<file path="src/rtl/pipe_ctrl_pkg.sv">
// pipe_ctrl_pkg
// Shared definitions for the pipeline sequencing controller and its hazard
// detector: data and register-address widths, the controller state encoding
// and the hard-wired zero register number.
package pipe_ctrl_pkg;

  localparam int WordWidth           = 32;
  localparam int GeneralRegAddrWidth = 5;

  // x0 always reads as zero, so a write to it can never create a hazard.
  localparam logic [GeneralRegAddrWidth-1:0] ZeroReg = '0;

  typedef enum logic [1:0] {
    ST_RUN     = 2'd0,
    ST_FLUSH   = 2'd1,
    ST_MD_WAIT = 2'd2
  } pipe_state_t;

endpackage

</file>
<file path="src/rtl/pipe_hazard_detect.sv">
// pipe_hazard_detect
// Purely combinational load-use hazard compare between the instruction in ID
// and a load sitting in EX.
// Ports:
//   i_id_rs1_addr / i_id_rs2_addr  source register fields of the ID instruction
//   i_id_uses_rs1 / i_id_uses_rs2  ID instruction actually reads that source
//   i_ex_is_load                   EX instruction is a load
//   i_ex_we                        EX instruction writes a general register
//   i_ex_rd_addr                   EX destination register
//   o_load_use                     ID must wait one cycle for the load data
module pipe_hazard_detect
  import pipe_ctrl_pkg::*;
(
  input  logic [GeneralRegAddrWidth-1:0] i_id_rs1_addr,
  input  logic [GeneralRegAddrWidth-1:0] i_id_rs2_addr,
  input  logic                           i_id_uses_rs1,
  input  logic                           i_id_uses_rs2,
  input  logic                           i_ex_is_load,
  input  logic                           i_ex_we,
  input  logic [GeneralRegAddrWidth-1:0] i_ex_rd_addr,
  output logic                           o_load_use
);

  logic w_rs1_match;
  logic w_rs2_match;
  logic w_load_writes;

  assign w_rs1_match   = i_id_uses_rs1 && (i_id_rs1_addr == i_ex_rd_addr);
  assign w_rs2_match   = i_id_uses_rs2 && (i_id_rs2_addr == i_ex_rd_addr);
  assign w_load_writes = i_ex_is_load && i_ex_we && (i_ex_rd_addr != ZeroReg);
  assign o_load_use    = w_load_writes && (w_rs1_match || w_rs2_match);

endmodule

</file>
<file path="src/rtl/pipe_ctrl.sv">
// pipe_ctrl
// Pipeline sequencing controller for the 5-stage core. Each cycle it decides
// whether PC, IF/ID and ID/EX advance, hold or take a bubble, redirects the PC
// on jumps resolved in EX, counts stall cycles and flags a hung mul/div unit.
// Ports:
//   clk, rst (async, active-low)
//   id_*           source register usage of the instruction in ID
//   ex_*           load/writeback, jump and mul/div status of the EX stage
//   bus_hold       memory bus not ready, freeze everything
//   hold_*         stage register keeps its value
//   flush_if_id    IF/ID loads a NOP
//   bubble_id_ex   ID/EX loads a NOP
//   pc_set, pc_set_addr  PC redirect
//   md_timeout     sticky, mul/div unit never answered
//   stall_count    number of cycles with hold_pc=1 (wraps)
module pipe_ctrl
  import pipe_ctrl_pkg::*;
#(
  parameter int unsigned FLUSH_CYCLES = 1,
  parameter int unsigned MD_TIMEOUT   = 64,
  parameter int unsigned CNT_WIDTH    = 32
) (
  input  logic                           clk,
  input  logic                           rst,
  input  logic [GeneralRegAddrWidth-1:0] id_rs1_addr,
  input  logic [GeneralRegAddrWidth-1:0] id_rs2_addr,
  input  logic                           id_uses_rs1,
  input  logic                           id_uses_rs2,
  input  logic                           ex_is_load,
  input  logic                           ex_we,
  input  logic [GeneralRegAddrWidth-1:0] ex_rd_addr,
  input  logic                           ex_jump,
  input  logic [WordWidth-1:0]           ex_jump_addr,
  input  logic                           ex_md_start,
  input  logic                           ex_md_done,
  input  logic                           bus_hold,
  output logic                           hold_pc,
  output logic                           hold_if_id,
  output logic                           hold_id_ex,
  output logic                           flush_if_id,
  output logic                           bubble_id_ex,
  output logic                           pc_set,
  output logic [WordWidth-1:0]           pc_set_addr,
  output logic                           md_timeout,
  output logic [CNT_WIDTH-1:0]           stall_count
);

  localparam logic [2:0] FlushInit = 3'(FLUSH_CYCLES);
  // The last MD_WAIT cycle that still holds; at its end the counter has
  // reached MD_TIMEOUT and the wait is abandoned.
  localparam logic [7:0] TmoLast   = 8'(MD_TIMEOUT - 1);

  pipe_state_t          r_state;
  pipe_state_t          w_next_state;
  logic [2:0]           r_flush_cnt;
  logic [2:0]           w_next_flush;
  logic [7:0]           r_tmo_cnt;
  logic [7:0]           w_next_tmo;
  logic                 r_md_timeout;
  logic                 w_set_timeout;
  logic [CNT_WIDTH-1:0] r_stall_count;
  logic                 w_load_use;

  logic                 w_hold_pc;
  logic                 w_hold_if_id;
  logic                 w_hold_id_ex;
  logic                 w_flush_if_id;
  logic                 w_bubble_id_ex;
  logic                 w_pc_set;
  logic [WordWidth-1:0] w_pc_set_addr;

  pipe_hazard_detect u_hazard (
    .i_id_rs1_addr (id_rs1_addr),
    .i_id_rs2_addr (id_rs2_addr),
    .i_id_uses_rs1 (id_uses_rs1),
    .i_id_uses_rs2 (id_uses_rs2),
    .i_ex_is_load  (ex_is_load),
    .i_ex_we       (ex_we),
    .i_ex_rd_addr  (ex_rd_addr),
    .o_load_use    (w_load_use)
  );

  always_comb begin
    w_next_state   = r_state;
    w_next_flush   = r_flush_cnt;
    w_next_tmo     = r_tmo_cnt;
    w_set_timeout  = 1'b0;
    w_hold_pc      = 1'b0;
    w_hold_if_id   = 1'b0;
    w_hold_id_ex   = 1'b0;
    w_flush_if_id  = 1'b0;
    w_bubble_id_ex = 1'b0;
    w_pc_set       = 1'b0;
    w_pc_set_addr  = '0;

    // The mul/div unit keeps running while the bus is frozen, so its
    // completion and timeout are tracked independently of bus_hold.
    if (r_state == ST_MD_WAIT) begin
      if (ex_md_done) begin
        w_next_state = ST_RUN;
      end else begin
        w_next_tmo = r_tmo_cnt + 8'd1;
        if (r_tmo_cnt >= TmoLast) begin
          w_set_timeout = 1'b1;
          w_next_state  = ST_RUN;
        end
      end
    end

    if (bus_hold) begin
      // Whole pipe frozen; a jump in EX stays there and is seen again later.
      w_hold_pc    = 1'b1;
      w_hold_if_id = 1'b1;
      w_hold_id_ex = 1'b1;
    end else begin
      case (r_state)
        ST_MD_WAIT: begin
          w_hold_pc    = !ex_md_done;
          w_hold_if_id = !ex_md_done;
          w_hold_id_ex = !ex_md_done;
        end
        ST_RUN, ST_FLUSH: begin
          if (ex_jump) begin
            w_pc_set       = 1'b1;
            w_pc_set_addr  = ex_jump_addr;
            w_flush_if_id  = 1'b1;
            w_bubble_id_ex = 1'b1;
            w_next_flush   = FlushInit;
            w_next_state   = (FLUSH_CYCLES != 0) ? ST_FLUSH : ST_RUN;
          end else begin
            if (r_state == ST_FLUSH) begin
              w_flush_if_id = 1'b1;
              w_next_flush  = r_flush_cnt - 3'd1;
              if (r_flush_cnt <= 3'd1) begin
                w_next_state = ST_RUN;
              end
            end else if (ex_md_start) begin
              w_next_state = ST_MD_WAIT;
              w_next_tmo   = 8'd0;
            end
            if (w_load_use) begin
              w_hold_pc      = 1'b1;
              w_hold_if_id   = 1'b1;
              w_bubble_id_ex = 1'b1;
            end
          end
        end
        default: begin
          w_next_state = ST_RUN;
        end
      endcase
    end
  end

  // Outputs are forced quiet while reset is asserted so nothing downstream
  // reacts to a half-reset pipeline.
  assign hold_pc      = rst & w_hold_pc;
  assign hold_if_id   = rst & w_hold_if_id;
  assign hold_id_ex   = rst & w_hold_id_ex;
  assign flush_if_id  = rst & w_flush_if_id;
  assign bubble_id_ex = rst & w_bubble_id_ex;
  assign pc_set       = rst & w_pc_set;
  assign pc_set_addr  = rst ? w_pc_set_addr : '0;
  assign md_timeout   = r_md_timeout;
  assign stall_count  = r_stall_count;

  always_ff @(posedge clk or negedge rst) begin
    if (!rst) begin
      r_state       <= ST_RUN;
      r_flush_cnt   <= 3'd0;
      r_tmo_cnt     <= 8'd0;
      r_md_timeout  <= 1'b0;
      r_stall_count <= '0;
    end else begin
      r_state     <= w_next_state;
      r_flush_cnt <= w_next_flush;
      r_tmo_cnt   <= w_next_tmo;
      if (w_set_timeout) begin
        r_md_timeout <= 1'b1;
      end
      if (w_hold_pc) begin
        r_stall_count <= r_stall_count + CNT_WIDTH'(1);
      end
    end
  end

endmodule

</file>
<file path="config.mk">
export PLATFORM = sky130hd
export DESIGN_NAME = pipe_ctrl
export DESIGN_NICKNAME = d
export VERILOG_FILES = /design/src/rtl/pipe_ctrl_pkg.sv /design/src/rtl/pipe_hazard_detect.sv /design/src/rtl/pipe_ctrl.sv
export SDC_FILE = /design/constraint.sdc
export NUM_CORES = 1
export LEC_CHECK = 0
export CORE_UTILIZATION = 42
export CTS_BUF_LIST = sky130_fd_sc_hd__clkbuf_4 sky130_fd_sc_hd__clkbuf_8
export DETAILED_ROUTE_END_ITERATION = 10
export PLACE_DENSITY = 0.82
export SLEW_MARGIN = 20
export SYNTH_ARGS = -nofsm -noshare
export SYNTH_HDL_FRONTEND = slang
export SYNTH_HIERARCHICAL = 1
export SYNTH_SLANG_ARGS = --single-unit
</file>
<file path="constraint.sdc">
create_clock -name clk -period 5.3 [get_ports clk]
set_input_delay 1.59 -clock clk [delete_from_list [all_inputs] [get_ports clk]]
set_output_delay 1.59 -clock clk [all_outputs]
set_load 0.03 [all_outputs]
</file>
==> impl_metrics.toml <==
[yosys]
yosysTopAreaCellShare_pct = 42.6
synth_top_cell_by_area = "dfrtp_1"
synth_commonest_cells = "46 x dfrtp_1, 39 x and2_1, 29 x xnor2_1"
ys_warn_count = 6
synthCells = 277
syn_area_sq_mm = 0.00270
synthDistinctLibCells = 36
avgSynthCellArea_sq_um = 9.76
ys_ff_latch = 46
yosys-top-cells-area = "dfrtp_1 43%, xnor2_1 9.4%, and2_1 9.0%, xor2_1 5.8%, nand4_1 3.7%"
seq_area_frac_synth_pct = 42.6
synth.most_common_cell = "dfrtp_1"
syn_nets = 338
async_flop_share_pct = 100
synth_edf_count = 0
synth_ff_type = "dfrtp_1"

[detailed_routing]
viasPerCell = 5.18
wl_mm = 7.22
drt-initial-drc-count = 86
via_count = 2506
ant_nets = 0
firstDrtPassIters = 4
drc = 0
post_drt_wl_per_cell_um = 14.9

[placed_design]
port-buffer-count = 127
dp_hpwl_mm = 5.50
post_dp_cell_area_sq_mm = 0.00398
place.gp.congestion = 0.812

[critical_path]
endpoint_kind = "output pin"
required_ns = 3.71
worstPathMaxFanout = 2
path_class = "primary input to output pin"
worstPathArrival_ns = 3.63
cp-start-kind = "primary input"

[layout]
final_util_pct = 67.5
antenna_cells = 0
nNetsFinal = 469
drive_gt1_share_pct = 16.4
fin_area_sq_mm = 0.00409
area_growth_pct = 51.3

[timing]
period_needed_ns = 5.22
worst_slew_pin_slew_ns = 0.838
hold_violations = 0
drv_slew = 0
setup_viol = 0
slew_headroom_pct = 43.7
fmax_ghz = 0.192
fin_setup_tns_ns = 0
worst_hold_slack_ns = 0.486
finClkSkew_ns = 0.00738
period_share_pct = 98.5

[clock_network]
clock_latency_ns = 0.30
clockRootBuffer = "clkbuf_8"
numCtsBuffers = 5
cts_tree = "done"
cts_sinks = 46
cts_htree_levels = 2
clockBufferDepth = 2
clkTransAtPathRegs_ns = 0.08

[global_route]
grt_first_pass_wirelength_mm = 10.6
grt_overflow = 0
grt_max_degree = 34
first_global_vias = 2287
antenna_found_initial = 0
grt_usage_pct = 20.8

[die]
rows = 28
io_pins = 128
die_h_um = 82.2
coreArea_sq_mm = 0.00606
fp.dieW_um = 82.2
initial_core_util_pct = 44.6
dieArea_sq_mm = 0.00676

[min_path]
hold_class = "register to register"

[pwr]
peakVddDrop_v = 0.000303
total_leakage_power_nw = 1.78
power.density_mw_per_mm2 = 262
fin_total_pwr_w = 0.00107

[run_status]
outcome = "finished, final reports clean"

[flow_run]
cap_violations = 0
-- critical path: stages --
cell,delay (ns)
clkdlybuf4s50_1,0.43
or4_4,0.55
o211ai_2,0.17
a21oi_2,0.06
nor3b_4,0.15
or3_1,0.34
and2_1,0.18
buf_4,0.16
-- placed cells by master (no fill, tap or decap), types with 2 or more instances in the layout --
cell type        synthesis  routed
nand4_1                 16      16
inv_1                    4       4
and4_1                   5       5
buf_4                    2      45
xnor2_1                 29      29
nor3_1                   6       6
clkbuf_8                 0       6
xor2_1                  18      18
clkdlybuf4s50_1          0      89
a21oi_1                  6       5
o21bai_1                 2       2
nor4_2                   5       5
nand2_1                 22      22
or3_1                    3       3
and2_1                  39      39
dfrtp_1                 46      46
nor2_1                  14      14
ha_1                     4       4
nor3b_4                  1       2
and3_1                   8       8
nand3_1                 16      16
o21ai_0                  6       6
nor4_1                   3       3
-- per-layer routing --
metal | up-vias | routed length [um] | track usage (%)
li1 | 1214 | - | -
met1 | 1181 | 2950 | 25.1
met2 | 103 | 3510 | 36.2
met3 | 8 | 694 | 6.04
met4 | 0 | 59 | 4.91
met5 | - | 0 | 0
-- cell type report --
cell class,instances,area [sq um]
multi-input combinational,215,1490
fill,464,1970
timing repair buffer,136,1250
tap,75,93.8
inverter,4,15.0
clock buffer,7,90.1
sequential,46,1150
clock inverter,1,5.00
-- worst paths after layout --
path	start	endpoint	slack, ns	cells after the start
max	ex_rd_addr[2]	hold_if_id	0.08	8
min	stall_count[31]	stall_count[31]	0.49	1
max reg2reg	stall_count[8]	stall_count[18]	3.34	4
min reg2reg	stall_count[31]	stall_count[31]	0.49	1
max in group asynchronous	rst	stall_count[30]	3.53	2
min in group asynchronous	rst	r_tmo_cnt[3]	1.20	1
-- cells by family after synthesis --
group | Yosys count | synth area share [%]
and+or+nand+nor | 143 | 31.3
xor gates and xnor gates | 47 | 15.2
DFF | 46 | 42.6
AOI/OAI and AO/OA | 21 | 6.11
buffers and inverters | 16 | 2.87
adders and majority gates | 4 | 1.85
-- timing repair --
item / 4_1_cts / 5_1_grt
setup buffers: 0 / 0
setup endpoints to repair: 0 / 2
hold buffers: 0 / 0
hold endpoints to repair: 0 / 0
gates resized for setup: 0 / 4
-- state kept, by name (all words and copies together) (netlist names) --
register / count
r_tmo_cnt: 8
stall_count: 32
r_flush_cnt: 3
r_state: 2
md_timeout: 1
-- metrics by stage --
step                std cells  setup WS [ns]
detailed placement        476         0.0372
CTS                       484         0.0268
global placement          476         0.0960
global route              484        -0.0171
finish                    484         0.0817
floorplan                 277          0.263
-- report_power, final --
group          internal, W  switching (W)  total [W]
logic             0.000177       0.000201   0.000378
clock network     0.000110       0.000114   0.000224
registers         0.000398      0.0000699   0.000468
total             0.000685       0.000385    0.00107
Power figures use the tool's default switching activity.
